`config.mk`:
```
export PLATFORM = sky130hd
export DESIGN_NAME = mem_copy_engine
export DESIGN_NICKNAME = d
export VERILOG_FILES = /design/src/rtl/mem_copy_engine.sv
export SDC_FILE = /design/constraint.sdc
export NUM_CORES = 1
export LEC_CHECK = 0
export ABC_AREA = 1
export CORE_ASPECT_RATIO = 2
export CORE_UTILIZATION = 50
export DETAILED_ROUTE_END_ITERATION = 16
export PLACE_DENSITY_LB_ADDON = 0.25
export SETUP_SLACK_MARGIN = 0.02
export SLEW_MARGIN = 20
export SYNTH_ARGS = -nofsm -noshare
export SYNTH_HDL_FRONTEND = slang
export SYNTH_SLANG_ARGS = --single-unit
```
`constraint.sdc`:
```
create_clock -name clk -period 3.1 [get_ports clk]
set_input_delay 0.775 -clock clk [delete_from_list [all_inputs] [get_ports clk]]
set_output_delay 0.775 -clock clk [all_outputs]
set_load 0.01 [all_outputs]
```
`src/rtl/mem_copy_engine.sv`:
```
// mem_copy_engine: fills or forward-copies byte ranges in the 256-byte data memory, summing every byte written
// Ports: clk/reset (sync, active-high); start/op/src_addr/dst_addr/len/fill_value form the request;
// busy/done/checksum report progress; mem_write_en/mem_address/mem_wdata drive the memory, mem_rdata is its combinational read.
module mem_copy_engine (
    input  logic       clk,
    input  logic       reset,
    input  logic       start,
    input  logic       op,
    input  logic [7:0] src_addr,
    input  logic [7:0] dst_addr,
    input  logic [7:0] len,
    input  logic [7:0] fill_value,
    output logic       busy,
    output logic       done,
    output logic [7:0] checksum,
    output logic       mem_write_en,
    output logic [7:0] mem_address,
    output logic [7:0] mem_wdata,
    input  logic [7:0] mem_rdata
);
    localparam logic OP_FILL = 1'b1;
    typedef enum logic [2:0] {IDLE, READ, WRITE, FILL, DONE} state_t;
    state_t state, next_state;
    logic [7:0] src_ptr, dst_ptr, count, value, data_buf;
    logic writing;
    always_ff @(posedge clk) begin
        if (reset) begin
            state    <= IDLE;
            src_ptr  <= '0;
            dst_ptr  <= '0;
            count    <= '0;
            value    <= '0;
            data_buf <= '0;
            checksum <= '0;
        end else begin
            state <= next_state;
            case (state)
                IDLE: if (start) begin
                    src_ptr  <= src_addr;
                    dst_ptr  <= dst_addr;
                    count    <= len;
                    value    <= fill_value;
                    checksum <= '0;
                end
                READ: data_buf <= mem_rdata;
                // mem_wdata already carries the byte being written in both WRITE and FILL
                WRITE, FILL: begin
                    src_ptr  <= src_ptr + 8'd1;
                    dst_ptr  <= dst_ptr + 8'd1;
                    count    <= count - 8'd1;
                    checksum <= checksum + mem_wdata;
                end
                default: ;
            endcase
        end
    end
    always_comb begin
        next_state = state;
        case (state)
            IDLE:    if (start) next_state = (len == 8'd0) ? DONE : (op == OP_FILL) ? FILL : READ;
            READ:    next_state = WRITE;
            WRITE:   next_state = (count == 8'd1) ? DONE : READ;
            FILL:    next_state = (count == 8'd1) ? DONE : FILL;
            default: next_state = IDLE;
        endcase
        writing      = (state == WRITE) || (state == FILL);
        busy         = writing || (state == READ);
        done         = (state == DONE);
        // gated by reset so an aborted operation never commits a write
        mem_write_en = writing && !reset;
        mem_address  = (state == READ) ? src_ptr : writing ? dst_ptr : 8'h00;
        mem_wdata    = (state == WRITE) ? data_buf : (state == FILL) ? value : 8'h00;
    end
endmodule
```
* Word level (Yosys, flattened, before mapping) *
Cells that the tools add are included.

word-level totals
  flip-flop bits (word level) = 51
  input bits = 44
  output and inout bits = 27
  logic and storage cells = 45

cells by class
  add/sub/neg operators = 4
  equal/unequal tests = 6
  muxes and demuxes = 18
  reductions and logical operators = 10

operators with widths
  cell                 count
  $mux 8               8
  $pmux 8 s2           4
  $add 8x1->8 const B  2
  $mux 3               4
  $pmux 3 s4           1
  $add 8x8->8          1
  $eq 8x1->1 const B   1
  $logic_not 8->1      1
  $sub 8x1->8 const B  1
  $eq 3x2->1 const B   2
  $reduce_and 2->1     2
  $eq 3x1->1 const B   1
  $eq 3x3->1 const B   1
  $logic_not 3->1      1
  $logic_or 1x1->1     2
  $mux 2               1
  $ne 2x2->1 const B   1
  $reduce_bool 2->1    1
  $reduce_or 2->1      1
  $logic_and 1x1->1    1
  $logic_not 1->1      1

* Logic depth before layout (Yosys ltp) *
Gate-level depths: netlist of run 1.

  word-level depth = 5
  depth in mapped cells = 17

* Least setup slack after synthesis of run 1 *
Ideal clock, no wire load.

  path type = register -> register
  from = register state[1]
  to = register checksum[6]
  data arrival time = 2.363 ns
  required time = 2.981 ns
  slack = 0.619 ns
  cell stages (with the launch flop) = 18
  buffers on the path = 2
  clock period less this slack = 2.481 ns
  path through = dfxtp_1 > inv_2 > nor2_4 > buf_4 > buf_2 > o21ai_0 > a21oi_1 > ha_1 > inv_1 > fa_1 > inv_1 > nand3_1 > nand2_1 > nand2_1 > nand2_1 > a21oi_1 > o21ai_0 > nand2_1

between the ends
  longest elaborated chain between the ends = 5

ends and longest elaborated chain
  item                    line  RTL
  start, declared         23    state_t state, next_state;
  start signal, assigned  36    state <= next_state;
  $eq 3x2->1              72    mem_wdata = (state == WRITE) ? data_buf : (state == FILL) ? value : 8'h00;
  $mux 8                  72
  $mux 8 (*)              72
  via mem_wdata[0]        18    output logic [7:0] mem_wdata,
  $add 8x8->8 (*)         51    checksum <= checksum + mem_wdata;
  $pmux 8 s2 (*)          37    case (state)
  end signal, assigned    51
  end, declared           15    output logic [7:0] checksum,

Mark *: on every way through the listed nets, which the timed path passes. The rest lies on a longest branch.
A chain may end at the register's enable or synchronous reset.

* Final worst setup path of run 1 *
  from = register state[1]
  to = output port mem_address[6]

between the ends
  longest elaborated chain between the ends = 4

ends and longest elaborated chain
  item              line  RTL
  $eq 3x2->1        66    writing = (state == WRITE) || (state == FILL);
  $logic_or 1x1->1  66
  $mux 8            71    mem_address = (state == READ) ? src_ptr : writing ? dst_ptr : 8'h00;
  $mux 8 (*)        71
  end, declared     17    output logic [7:0] mem_address,

Mark *: on every way between the ends. The rest lies on a longest branch, timed or not.

==> summary.txt, run 1 <==
Route
  • Via count: 3194
  • Drt initial violations: ~140
  • Routed wire length: 8334 um
  • Final ANT Viol Nets: 0
  • DRT Pass-1 Iters: 4
  • Vias per inst: between 5 and 6
  • Drt wl/cell: between 10 and 15 um
  • # DRC: 0

STA
  • Slew @ Worst Pin: about 0.58 ns
  • Peak Freq: approximately 0.34 GHz
  • Slew HR: 0.6101
  • Period utilisation layout: 0.9442
  • Final setup TNS: 0 ns
  • Min Tclk post-route: 2.927 ns
  • Clock skew: 0.007721 ns
  • Endpoints failing setup: 0
  • Slew Viols, Final: 0
  • RSZ-0062 raised after global routing: false
  • Hold Fails Final Rpt: 0
  • Fin worst setup slack: 0.1730 ns

Placement
  • Dpl cells: approximately 550
  • Gpl congestion: between 0.9 and 1
  • Place WS: roughly 0.35 ns
  • Buffers added on ports: 70
  • Detailed placer's ending HPWL: between 6000 and 7000 um

Setup path
  • Worst EP arrival: 2.15 ns
  • Worst path max stage delay: approximately 0.56 ns
  • Worst-path cell chain: inv_2 > nor2_4 > inv_2 > o22ai_1 > clkdlybuf4s50_1
  • Required @ worst endpoint: ~2.3 ns
  • Crit-path max FO: 29
  • CP endpoint kind: primary output
  • CP startpoint kind: flip-flop
  • WS Path Type: flip-flop to primary output
  • Critical path's top delay family: buffers and inverters
  • Worst Path Buf+Inv: 3
  • CP max-delay cell: clkdlybuf4s50_1
  • Most common cell on crit path: inv_2

Pwr
  • Power Total: 2.422 mW
  • Maximum vdd drop: 0.5922 mV
  • Comb power frac: 0.342
  • Net Sw Power: between 0.8 and 0.9 mW
  • Pint: between 1.5 and 2 mW
  • Seq pwr share: 0.360
  • Sw Share: 0.3546
  • Clk pwr share: 0.297
  • Pwr dens: approximately 620 nW/um^2
  • Lkg Pwr: approximately 1.6 nW

Yosys
  • Syn. warnings: 0
  • EDFF count, synth: 0
  • Post-synth top area cell: dfxtp_1
  • Net Count, Synth: ~500
  • Avg Cell Area, Syn: slightly below 7 um^2
  • Async SR Flop Fraction: 0
  • Syn Inst Count: approximately 430
  • Register area share after synthesis: 0.3423
  • Synth Cell Area: 2983 um^2
  • Synth Register Bits: 51
  • Area contributors post-synth: dfxtp_1, o21ai_0, nand2_1
  • Main synth FF type: dfxtp_1
  • Synth unique cells: 35
  • Most frequent cell after synthesis: nand2_1
  • Area share of the largest cell type after synthesis: 0.3423
  • Leading post-synthesis cells by instance count: nand2_1, o21ai_0, inv_1

Floorplan
  • Core Region: 5709 um^2
  • I/O pin count: 71
  • Die Y: between 100 and 150 um
  • Row Count: 39
  • Initial Util: 0.5225
  • Die width: 56.62 um
  • Die ar.: roughly 6300 um^2

Clocking
  • Worst skew pair latency: 0.30 ns
  • CTS sink count: 51
  • Hold-fix buffers, CTS: 0
  • Post-CTS setup buffer count: 0
  • Root Buffer: clkbuf_16
  • CTS tree: built
  • Clock-pin slew of the registers on the worst-case setup and hold paths: 0.07 ns
  • Deepest clock path buffer count: 2
  • Htree depth: 2
  • Post-CTS Resized: 0
  • Total CTS buffers: 5

Outcome
  • Status: complete, no violations

Global route
  • First-pass GRT wire length: 13840 um
  • Overflow left after global routing: 0
  • Vias in the first global route: 3123
  • GRT Overall Usage: 0.2774
  • Initial antenna violation count: 0
  • Largest net degree at the start of global routing: 30

Cells and area
  • Ratio of cells with drive above 1 in the final layout: 0.06814
  • N_diodes: 0
  • Fin cells: 560
  • Final nets: approximately 550
  • Area delta synth->final: 30.16%

Worst hold path
  • Worst hold-check path type: flip-flop to flip-flop

Flow run
  • Max Cap Viol: 0
## per-stage QoR
step	util	hold slack, ns	cell area (um^2)
CTS	0.6800	0.4430	3882
floorplan	-	0.4200	2983
global placement	0.6463	0.4317	3690
finish	0.6800	0.4405	3882
global route	0.6800	0.4729	3882
detailed placement	0.6463	0.4328	3690
## worst register-to-register path, cell delays in order (launching register included)
cell,delay [ns]
dfxtp_1,0.42
inv_1,0.34
o21ai_0,0.15
a21oi_1,0.22
ha_1,0.21
inv_1,0.06
fa_1,0.36
inv_1,0.10
nand3_1,0.07
nand2_1,0.12
nand2_1,0.10
nand2_1,0.09
a21oi_1,0.06
o21ai_0,0.07
nand2_1,0.07
## sequential cells by signal, summed over array words and instances (netlist names)
name      flops
state         3
checksum      8
count         8
src_ptr       8
value         8
data_buf      8
dst_ptr       8
## cell families after synthesis
family,after synthesis,synth area share
and+or+nand+nor,158,0.2336
AOI/OAI and AO/OA,129,0.2395
buffers and inverters,77,0.1141
DFF,51,0.3423
adders and majority gates,12,0.05285
xor gates and xnor gates,6,0.01762
## final cells by class
class | count | area [um^2]
inverters | 58 | 217.7
clock buffers | 5 | 125.1
multi-input cells | 305 | 1622
well taps | 61 | 76.32
clock inverters | 3 | 67.56
flip-flops and latches | 51 | 1021
repair buffers | 77 | 753.2
fillers | 491 | 1827
## power groups by stage
stage          sequential, mW  clock, mW  combinational, mW
5_1_grt                 0.888      0.746              0.919
3_3_place_gp            0.878          0              0.798
3_5_place_dp            0.883          0              0.817
6_report                0.873      0.720              0.829
2_1_floorplan           0.856          0              0.587
4_1_cts                 0.870      0.726              0.824
## worst paths after layout
check,slack [ns],cells after the start,from,endpoint
min reg2reg,0.44,2,data_buf[6],data_buf[6]
max reg2reg,0.55,14,state[0],checksum[6]
min,0.44,2,data_buf[6],data_buf[6]
max,0.17,5,state[1],mem_address[6]
## routing by layer
metal  routed length (um)  share of wire  track usage
met1                 3026           0.36       0.2863
met2                 4574           0.55       0.5176
met3                  452          0.054      0.03967
met4                  280          0.034       0.1415
met5                    0              0            0
## placed cells by master (no fill, tap or decap), types with 4 or more instances in the layout
cell and instances:
inv_2 5, xor2_1 4, o21ai_0 62, nand3_1 23
inv_1 53, a31oi_1 8, a21oi_1 41, nand2_1 78
buf_4 7, clkdlybuf4s50_1 70, clkbuf_16 5, nor2_1 40
ha_1 11, o22ai_1 6, nand4_1 6, dfxtp_1 51
(Power assumes the default switching activity.)
==> run 2, diff against run 1 <==
- CORE_MARGIN: not set -> 1
==> results of run 2 <==
The final DEF is identical to that of run 1; final timing and power are the same.
==> run 3, diff against run 2 <==
- SLEW_MARGIN: 20 -> 5
==> results of run 3 <==
The final DEF is identical to that of run 1; final timing and power are the same.
